==> config.mk <==
export PLATFORM = sky130hd
export DESIGN_NAME = spi_sipo_rx
export DESIGN_NICKNAME = d
export VERILOG_FILES = /design/src/rtl/spi_pkg.sv /design/src/rtl/spi_in_sync.sv /design/src/rtl/spi_sipo_rx.sv
export SDC_FILE = /design/constraint.sdc
export NUM_CORES = 1
export LEC_CHECK = 0
export CAP_MARGIN = 40
export CORE_UTILIZATION = 30
export DETAILED_ROUTE_END_ITERATION = 7
export HOLD_SLACK_MARGIN = 0.08
export PLACE_DENSITY = 0.59
export SLEW_MARGIN = 40
export SYNTH_ARGS = -nofsm -noshare
export SYNTH_HDL_FRONTEND = slang
export SYNTH_SLANG_ARGS = --single-unit
==> constraint.sdc <==
create_clock -name clock -period 2 [get_ports clock]
set_input_delay 0.4 -clock clock [delete_from_list [all_inputs] [get_ports clock]]
set_output_delay 0.4 -clock clock [all_outputs]
set_load 0.02 [all_outputs]
==> src/rtl/spi_pkg.sv <==
// Shared SPI definitions: receiver FSM states, default word width, mode-0
// idle level and input pipe depth.
// Macro SPI_RX_SYNC_EN: when defined, each SPI input runs through a 2-flop
// synchronizer; when undefined, a single register stage is used and the
// inputs are treated as synchronous to clock.
package spi_pkg;

  typedef enum logic {
    IDLE  = 1'b0,
    SHIFT = 1'b1
  } spi_state_e;

  localparam int SPI_WORD_W = 8;

  // Mode 0: sclk idles low, data is sampled on the rising edge.
  localparam int   SPI_MODE      = 0;
  localparam logic SPI_SCLK_IDLE = 1'b0;

`ifdef SPI_RX_SYNC_EN
  localparam int SPI_SYNC_DEPTH = 2;
`else
  localparam int SPI_SYNC_DEPTH = 1;
`endif

endpackage

==> src/rtl/spi_in_sync.sv <==
// One-bit input pipe for an SPI pin, followed by a single history flop so the
// caller can detect edges.  Depth is SPI_SYNC_DEPTH from spi_pkg, which
// depends on macro SPI_RX_SYNC_EN (2 when defined, 1 when undefined).  All
// three SPI pins use this same block, so their relative timing is preserved.
// Ports:
//   clock, reset  system clock, synchronous active-high reset
//   d             raw pin
//   q             piped pin value
//   q_d           q delayed by one more clock
import spi_pkg::*;

module spi_in_sync #(
  parameter logic RESET_VAL = 1'b0
) (
  input  logic clock,
  input  logic reset,
  input  logic d,
  output logic q,
  output logic q_d
);

  logic [SPI_SYNC_DEPTH-1:0] pipe_q, pipe_d;
  logic                      hist_q, hist_d;

  // NOTE: every combinational output gets a default before any branch or loop
  // touches it, so no path can leave it unassigned and infer a latch.
  always_comb begin
    pipe_d    = pipe_q;
    pipe_d[0] = d;
    for (int i = 1; i < SPI_SYNC_DEPTH; i++) begin
      pipe_d[i] = pipe_q[i-1];
    end
    hist_d = pipe_q[SPI_SYNC_DEPTH-1];
  end

  // NOTE: state registers use non-blocking assignments so every flop samples
  // the pre-edge value of its neighbours.
  always_ff @(posedge clock) begin
    if (reset) begin
      pipe_q <= {SPI_SYNC_DEPTH{RESET_VAL}};
      hist_q <= RESET_VAL;
    end else begin
      pipe_q <= pipe_d;
      hist_q <= hist_d;
    end
  end

  assign q   = pipe_q[SPI_SYNC_DEPTH-1];
  assign q_d = hist_q;

endmodule

==> src/rtl/spi_sipo_rx.sv <==
// SPI mode-0 receive deserializer.  Oversamples sclk/mosi/cs_n in the clock
// domain, shifts WIDTH bits per word (back-to-back within a frame), and
// presents each completed word on a valid/ready port.  A word completing
// while the previous one is still unconsumed is dropped and sets the sticky
// overrun flag.
// Macro SPI_RX_SYNC_EN selects 2-flop input synchronizers (shift on the 3rd
// clock edge after sclk rises) instead of one register stage (2nd edge).
// Ports:
//   clock, reset        system clock (>= 4x sclk), synchronous active-high reset
//   sclk, cs_n, mosi    SPI pins, peripheral side
//   out_data/out_valid  last completed word and its valid flag
//   out_ready           consumer accepts when out_valid && out_ready
//   overrun/overrun_clr sticky dropped-word flag and its clear
//   busy                high while a frame is selected (SHIFT state)
import spi_pkg::*;

module spi_sipo_rx #(
  parameter int WIDTH     = SPI_WORD_W,
  parameter bit MSB_FIRST = 1'b1
) (
  input  logic             clock,
  input  logic             reset,
  input  logic             sclk,
  input  logic             cs_n,
  input  logic             mosi,
  output logic [WIDTH-1:0] out_data,
  output logic             out_valid,
  input  logic             out_ready,
  output logic             overrun,
  input  logic             overrun_clr,
  output logic             busy
);

  localparam int CNT_W = $clog2(WIDTH + 1);
  localparam logic [CNT_W-1:0] LAST_BIT = CNT_W'(WIDTH - 1);

  logic sclk_s, sclk_h, mosi_s, mosi_h, cs_s, cs_h;
  logic sclk_rise;
  logic unused_hist;

  spi_in_sync #(.RESET_VAL(SPI_SCLK_IDLE)) u_sync_sclk (
    .clock(clock), .reset(reset), .d(sclk), .q(sclk_s), .q_d(sclk_h)
  );
  spi_in_sync #(.RESET_VAL(1'b0)) u_sync_mosi (
    .clock(clock), .reset(reset), .d(mosi), .q(mosi_s), .q_d(mosi_h)
  );
  spi_in_sync #(.RESET_VAL(1'b1)) u_sync_cs (
    .clock(clock), .reset(reset), .d(cs_n), .q(cs_s), .q_d(cs_h)
  );

  // Only sclk needs its history; the other two are kept for equal depth.
  assign unused_hist = mosi_h ^ cs_h;
  assign sclk_rise   = sclk_s & ~sclk_h;

  spi_state_e       state_q, state_d;
  logic [CNT_W-1:0] bit_cnt_q, bit_cnt_d;
  logic [WIDTH-1:0] shift_q, shift_d;
  logic             done_q, done_d;
  logic [WIDTH-1:0] out_data_q, out_data_d;
  logic             out_valid_q, out_valid_d;
  logic             overrun_q, overrun_d;

  // Framing and shifting.  done_d marks the final shift of a word; the word
  // is handed to the output stage one clock later from shift_q.
  always_comb begin
    state_d   = state_q;
    bit_cnt_d = bit_cnt_q;
    shift_d   = shift_q;
    done_d    = 1'b0;
    unique case (state_q)
      IDLE: begin
        if (!cs_s) begin
          state_d   = SHIFT;
          bit_cnt_d = '0;
        end
      end
      SHIFT: begin
        if (cs_s) begin
          // Frame ended early or normally: drop any partial word.
          state_d   = IDLE;
          bit_cnt_d = '0;
          shift_d   = '0;
        end else if (sclk_rise) begin
          if (MSB_FIRST) shift_d = {shift_q[WIDTH-2:0], mosi_s};
          else           shift_d = {mosi_s, shift_q[WIDTH-1:1]};
          if (bit_cnt_q == LAST_BIT) begin
            bit_cnt_d = '0;
            done_d    = 1'b1;
          end else begin
            bit_cnt_d = bit_cnt_q + 1'b1;
          end
        end
      end
      default: state_d = IDLE;
    endcase
  end

  // Output holding register, handshake and sticky overrun.  A drop sets
  // overrun even if overrun_clr is asserted in the same cycle.
  always_comb begin
    out_data_d  = out_data_q;
    out_valid_d = out_valid_q;
    overrun_d   = overrun_q & ~overrun_clr;
    if (done_q) begin
      if (!out_valid_q || out_ready) begin
        out_data_d  = shift_q;
        out_valid_d = 1'b1;
      end else begin
        overrun_d = 1'b1;
      end
    end else if (out_valid_q && out_ready) begin
      out_valid_d = 1'b0;
    end
  end

  always_ff @(posedge clock) begin
    if (reset) begin
      state_q     <= IDLE;
      bit_cnt_q   <= '0;
      shift_q     <= '0;
      done_q      <= 1'b0;
      out_data_q  <= '0;
      out_valid_q <= 1'b0;
      overrun_q   <= 1'b0;
    end else begin
      state_q     <= state_d;
      bit_cnt_q   <= bit_cnt_d;
      shift_q     <= shift_d;
      done_q      <= done_d;
      out_data_q  <= out_data_d;
      out_valid_q <= out_valid_d;
      overrun_q   <= overrun_d;
    end
  end

  assign out_data  = out_data_q;
  assign out_valid = out_valid_q;
  assign overrun   = overrun_q;
  assign busy      = (state_q == SHIFT);

endmodule

==> qor.csv <==
metric,value,unit
status,finished clean,
CTS Hold Buffers Added,0,
LEAKAGE,0.519,nW
Detailed Place HPWL,1220,um
share of layout cells above drive strength 1,9.73,%
WP data arrival,1.37,ns
Antenna Nets Post-Route,0,
Max-Cap Viols,0,
Final Hold Vio Count,0,
Synth Flop Type,dfxtp_1,
first-pass GRT wire length,3090,um
worst vdd ir,0.385,mV
I/O Buffers,17,
data required time at the worst endpoint,1.60,ns
design area,1270,um^2
DR WL/cell,11.1,um
Crit path largest cell delay,0.63,ns
count of cell types in the netlist,24,
Starting Density,32.3,%
largest net degree at the start of global routing,20,
# setup viols final,0,
"Largest delay share family, worst path",buffers and inverters,
Total GRT Usage,11.8,%
top post-synthesis cells by area,"dfxtp_1, mux2i_1, a22o_1",
Pre-Repair DR Iteration Count,4,
crit share post-route,88.3,%
ANT cells,0,
number of flops mapped to enable cells by yosys,0,
grt ovf,0,
Final #Nets,122,
unrepaired setup endpoints after global routing,false,
sequential share of the synthesized area,56.0,%
Yosys top cell area share,56.0,%
CTS tree,built,
worst slack at placement,0.361,ns
register area,561,um^2
num rows,20,
crit path max fanout,6,
Synthesis Warnings,0,
vias in the first global route,703,
root buffer cell,clkbuf_4,
DR iter-0 viols,11,
cells along the critical path,clkdlybuf4s50_1,
CTS Buf Count,3,
Placed Area,1220,um^2
"area leader, netlist",dfxtp_1,
reg-to-reg startpoint,u_sync_sclk.q$_SDFF_PP0_,
kind of critical path,reg -> out,
Total Power,0.000966,W
DRC Markers,0,
setup TNS,0,ns
Post-Synthesis Cell Area,1000,um^2
Die X,59.8,um
Post-CTS Setup Bufs,0,
crit path launch,busy$_SDFF_PP0_,
Tmin final,1.77,ns
core box area,3100,um^2
CP Launch Type,flop,
H-tree depth,1,
hold path startpoint,u_sync_mosi.q$_SDFF_PP0_,
layout overhead on the synthesized area,27.0,%
Worst Tran Pin Value,0.331,ns
area of the multi-input gates,414,um^2
CP Buf/Inv Count,1,
CP max-delay cell,clkdlybuf4s50_1,
Die Footprint,3570,um^2
WHS,0.468,ns
total wire length,1740,um
pins over their slew limit,0,
"Clk Latency, worst-skew pair",0.32,ns
clk buf depth,2,
vias per cell,4.69,
Synth Register Bits,28,
Hold Path Class,reg -> reg,
syn nets,102,
Async SR Flop Fraction,0,%
vias post-DR,737,
"Reg clk slew, reported paths",0.14,ns
gpl congestion,0.674,
syn avg cell area,10.6,um^2
CP endpoint kind,output pin,
CTS sink cnt,28,
IO Pins,18,
Syn Inst Count,94,
final worst setup slack,0.233,ns
fmax,566,MHz
initial antenna violation count,0,
Clock Skew,0.00755,ns
pwr dens,760,nW/um^2
PostCTS Resize Cnt,0,
Fill cells,355,
relative slew slack,77.9,%
die height,59.8,um
-- layout by cell type, fill, tap and decap left out, types with 2 or more instances in the layout --
cell             count
mux2i_1              8
a22o_1               8
a21oi_1              5
clkbuf_4             3
nand3_1              2
buf_4                2
o21ai_1              2
dfxtp_1             28
nor2b_1              6
clkdlybuf4s50_1     17
nand3b_1             2
nor2_1              14
nand2b_1             3
-- through the flow --
step	instances	util [%]
2_1_floorplan	94	-
3_3_place_gp	153	39.3
3_5_place_dp	153	39.3
4_1_cts	157	41.0
5_1_grt	157	41.0
6_report	157	41.0
-- routing by layer --
| layer | part of all wire (%) | GRT usage (%) | up-vias | wire length [um] |
|---|---|---|---|---|
| li1 | - | - | 364 | - |
| met1 | 44 | 13.3 | 350 | 758 |
| met2 | 51 | 20.8 | 19 | 885 |
| met3 | 3.5 | 2.60 | 4 | 61 |
| met4 | 1.8 | 5.98 | 0 | 32 |
| met5 | 0 | 0 | - | 0 |
-- cells in the mapped netlist, types with 2 or more instances --
library cell  instances
nand3b_1              2
a21oi_1               5
nand2b_1              3
nor2_1               14
buf_2                 3
dfxtp_1              28
nand3_1               2
nor2b_1               6
o21ai_1               2
a22o_1                8
mux2i_1               8
-- registers in the layout, summed over array words and instances, names as in the netlist --
| register | cells |
|---|---|
| overrun | 1 |
| out_valid | 1 |
| shift_q | 8 |
| u_sync_mosi.q | 1 |
| u_sync_sclk.q | 1 |
| bit_cnt_q | 4 |
| out_data | 8 |
| u_sync_sclk.q_d | 1 |
| done_q | 1 |
| u_sync_cs.q | 1 |
| busy | 1 |
-- final timing paths --
| path | slack, ns | cells past startpoint | end |
|---|---|---|---|
| setup / recovery | 0.23 | 1 | busy |
| hold / removal | 0.47 | 1 | shift_q[0]$_SDFFE_PP0P_ |
| setup reg to reg | 0.80 | 3 | shift_q[2]$_SDFFE_PP0P_ |
| hold reg to reg | 0.47 | 1 | shift_q[0]$_SDFFE_PP0P_ |
-- report_power, final --
group          switching [W]  internal (W)  leakage (nW)   total, W
combinational      0.0000182     0.0000195         0.265  0.0000378
sequential        0.00000366      0.000563         0.227   0.000567
clock               0.000159      0.000203        0.0279   0.000362
total               0.000181      0.000785         0.519   0.000966
-- area by class of cell --
| class | count | share of cell area, % |
|---|---|---|
| Timing Repair Buffer | 19 | 14.6 |
| Sequential cell | 28 | 44.1 |
| Clock buffer | 3 | 1.77 |
| Inverter | 1 | 0.295 |
| Clock inverter | 1 | 2.36 |
| Tap cell | 44 | 4.33 |
| Multi-Input combinational cell | 61 | 32.6 |
-- cells by family (layout without fill, tap and decap cells) --
logic type,count (synthesis),count (layout),share of synthesized area [%]
fa+ha+maj,1,1,1.25
buf+inv,5,24,2.62
mux,8,8,8.00
flops,28,28,56.0
compound gates,18,18,13.3
simple gates,34,34,18.9
No activity file was read; power rests on OpenSTA's default activity.
==> RTL change (same flow settings) <==
`SPI_WORD_W`: 8 -> 4.
--- a/src/rtl/spi_pkg.sv
+++ b/src/rtl/spi_pkg.sv
@@ -10,7 +10,7 @@
     SHIFT = 1'b1
   } spi_state_e;
 
-  localparam int SPI_WORD_W = 8;
+  localparam int SPI_WORD_W = 4;
 
   // Mode 0: sclk idles low, data is sampled on the rising edge.
   localparam int   SPI_MODE      = 0;
Ports: changed (resized out_data); port bits go from 18 to 14. The function was not compared with the original's and may differ.
==> RTL change against the unedited design <==
Design area down 24%. Total power decreased by 36%. Register-to-register slack better by 160 ps. Worst hold slack worse by 17 ps. Worst setup slack improved by 52 ps. Critical path type unchanged. Area after synthesis shrank 23%. Sequential cell count decreased by 9. Largest cell class unchanged. Routed wire length shrank 25%.
==> RTL change: results (changes against the unedited design) <==
- Met3 wire length: 59 um (was 61 um)
- Routing usage on met3: 2.61% (was 2.60%)
- Post-synthesis net count: 82 (was 102)
- Library cells used by synthesis: 21 (was 24)
- Global routing usage on met2: 17.7% (was 20.8%)
- Maximum VDD drop: 0.000279 V (was 0.000385 V)
- Cell Int Power: 0.486 mW (was 0.785 mW)
- Multi-input logic portion of the cell area: 37.0% (was 32.6%)
- Tot GR Track Use: 10.8% (was 11.8%)
- Setup clock skew after layout: 1.77 ps (was 7.55 ps)
- Drt total wl: 1300 um (was 1740 um)
- P_clk: 0.190 mW (was 0.362 mW)
- Clock tree buffer count of the final layout: 4 (was 3)
- Net count of the finished layout: 100 (was 122)
- Amount of wire on met2 after detailed routing: 624 um (was 885 um)
- Global-route track usage on met1: 12.5% (was 13.3%)
- Crit path arrival time: 1310 ps (was 1370 ps)
- Final weighted congestion in routability-driven placement: 0.721 (was 0.674)
- Synth Register Bits: 19 (was 28)
- Detailed Route Iter0 Violations: 5 (was 11)
- Detailed placement HPWL: 981 um (was 1220 um)
- Maximum number of pins on one net before global-route repair: 12 (was 20)
- Transition at the pin with the smallest max-transition slack: 426 ps (was 331 ps)
- Share of total power in combinational logic: 7.2% (was 3.9%)
- Top area cells in the synthesized netlist: sky130_fd_sc_hd__dfxtp_1 49%, sky130_fd_sc_hd__o32ai_2 8.4%, sky130_fd_sc_hd__nand2b_1 4.9% (was sky130_fd_sc_hd__dfxtp_1 56%, sky130_fd_sc_hd__mux2i_1 8.0%, sky130_fd_sc_hd__a22o_1 7.0%)
- Fraction of area in clock buffers and inverters: 2.71% (was 4.13%)
- Filler cells: 259 (was 355)
- Cell count after synthesis: 74 (was 94)
- Final-layout non-clock buffer area share: 14.9% (was 14.6%)
- Vias after detailed routing: 560 (was 737)
- Number of logic inverters in the finished layout: 6 (was 1)
- Leakage power figure: 0.329 nW (was 0.519 nW)
- Result of the run: finished clean (unchanged)
- Vias in the first global route: 508 (was 703)
- Clock-pin slew on the worst setup and hold paths: 100 ps (was 140 ps)
- Number of ordinary and repair buffers in the finished layout: 15 (was 19)
- Post-synthesis sequential area ratio: 49.3% (was 56.0%)
- Commonest cells in the netlist: 19 x sky130_fd_sc_hd__dfxtp_1, 7 x sky130_fd_sc_hd__a21oi_1, 6 x sky130_fd_sc_hd__inv_1, 6 x sky130_fd_sc_hd__nand2b_1 (was 28 x sky130_fd_sc_hd__dfxtp_1, 14 x sky130_fd_sc_hd__nor2_1, 8 x sky130_fd_sc_hd__a22o_1, 8 x sky130_fd_sc_hd__mux2i_1, 6 x sky130_fd_sc_hd__nor2b_1)
- Clk_lat worst skew: 290 ps (was 320 ps)
- Proportion of cell area occupied by registers: 39.2% (was 44.1%)
- Largest fanout of any net on the critical path: 4 (was 6)
==> RTL change: cell types whose count changed in the layout (fill, tap and decap cells not counted), moves of 4 or more <==
cell and change:
sky130_fd_sc_hd__o21ai_0 +5, sky130_fd_sc_hd__inv_1 +5, sky130_fd_sc_hd__clkdlybuf4s50_1 -4, sky130_fd_sc_hd__nor2_1 -11
sky130_fd_sc_hd__a22o_1 -8, sky130_fd_sc_hd__o32ai_2 +4, sky130_fd_sc_hd__mux2i_1 -8, sky130_fd_sc_hd__dfxtp_1 -9
==> RTL change: final timing paths <==
path                            cells past startpoint                      start  slack, ps                         to
worst max-delay path                                1            busy$_SDFF_PP0_        290                       busy
worst min-delay path                                1  bit_cnt_q[2]$_SDFFE_PP0P_        450          done_q$_SDFF_PP0_
worst max register to register                      4  bit_cnt_q[0]$_SDFFE_PP0P_        960  bit_cnt_q[0]$_SDFFE_PP0P_
worst min register to register                      1  bit_cnt_q[2]$_SDFFE_PP0P_        450          done_q$_SDFF_PP0_
==> RTL change: kinds of logic (layout without fill, tap and decap cells) <==
| kind of cell | count (synthesis) | after routing | synth area share [%] |
|---|---|---|---|
| buf+inv | 8 | 25 | 4.21 |
| compound gates | 20 | 20 | 20.9 |
| fa+ha+maj | 1 | 1 | 1.62 |
| flops | 19 | 19 | 49.3 |
| simple gates | 26 | 26 | 24.0 |
==> RTL change: per-stage QoR <==
step / instance area, um2 / worst slack, ps / power, mW / util (%) / hold slack, ps
final: 971 / 285 / 0.622 / 39.6 / 450
after detailed placement: 945 / 370 / 0.442 / 38.5 / 440
after global placement: 945 / 403 / 0.441 / 38.5 / 435
after floorplan: 772 / 937 / 0.422 / - / 420
after global routing: 971 / 222 / 0.654 / 39.6 / 486
after CTS: 971 / 259 / 0.636 / 39.6 / 456
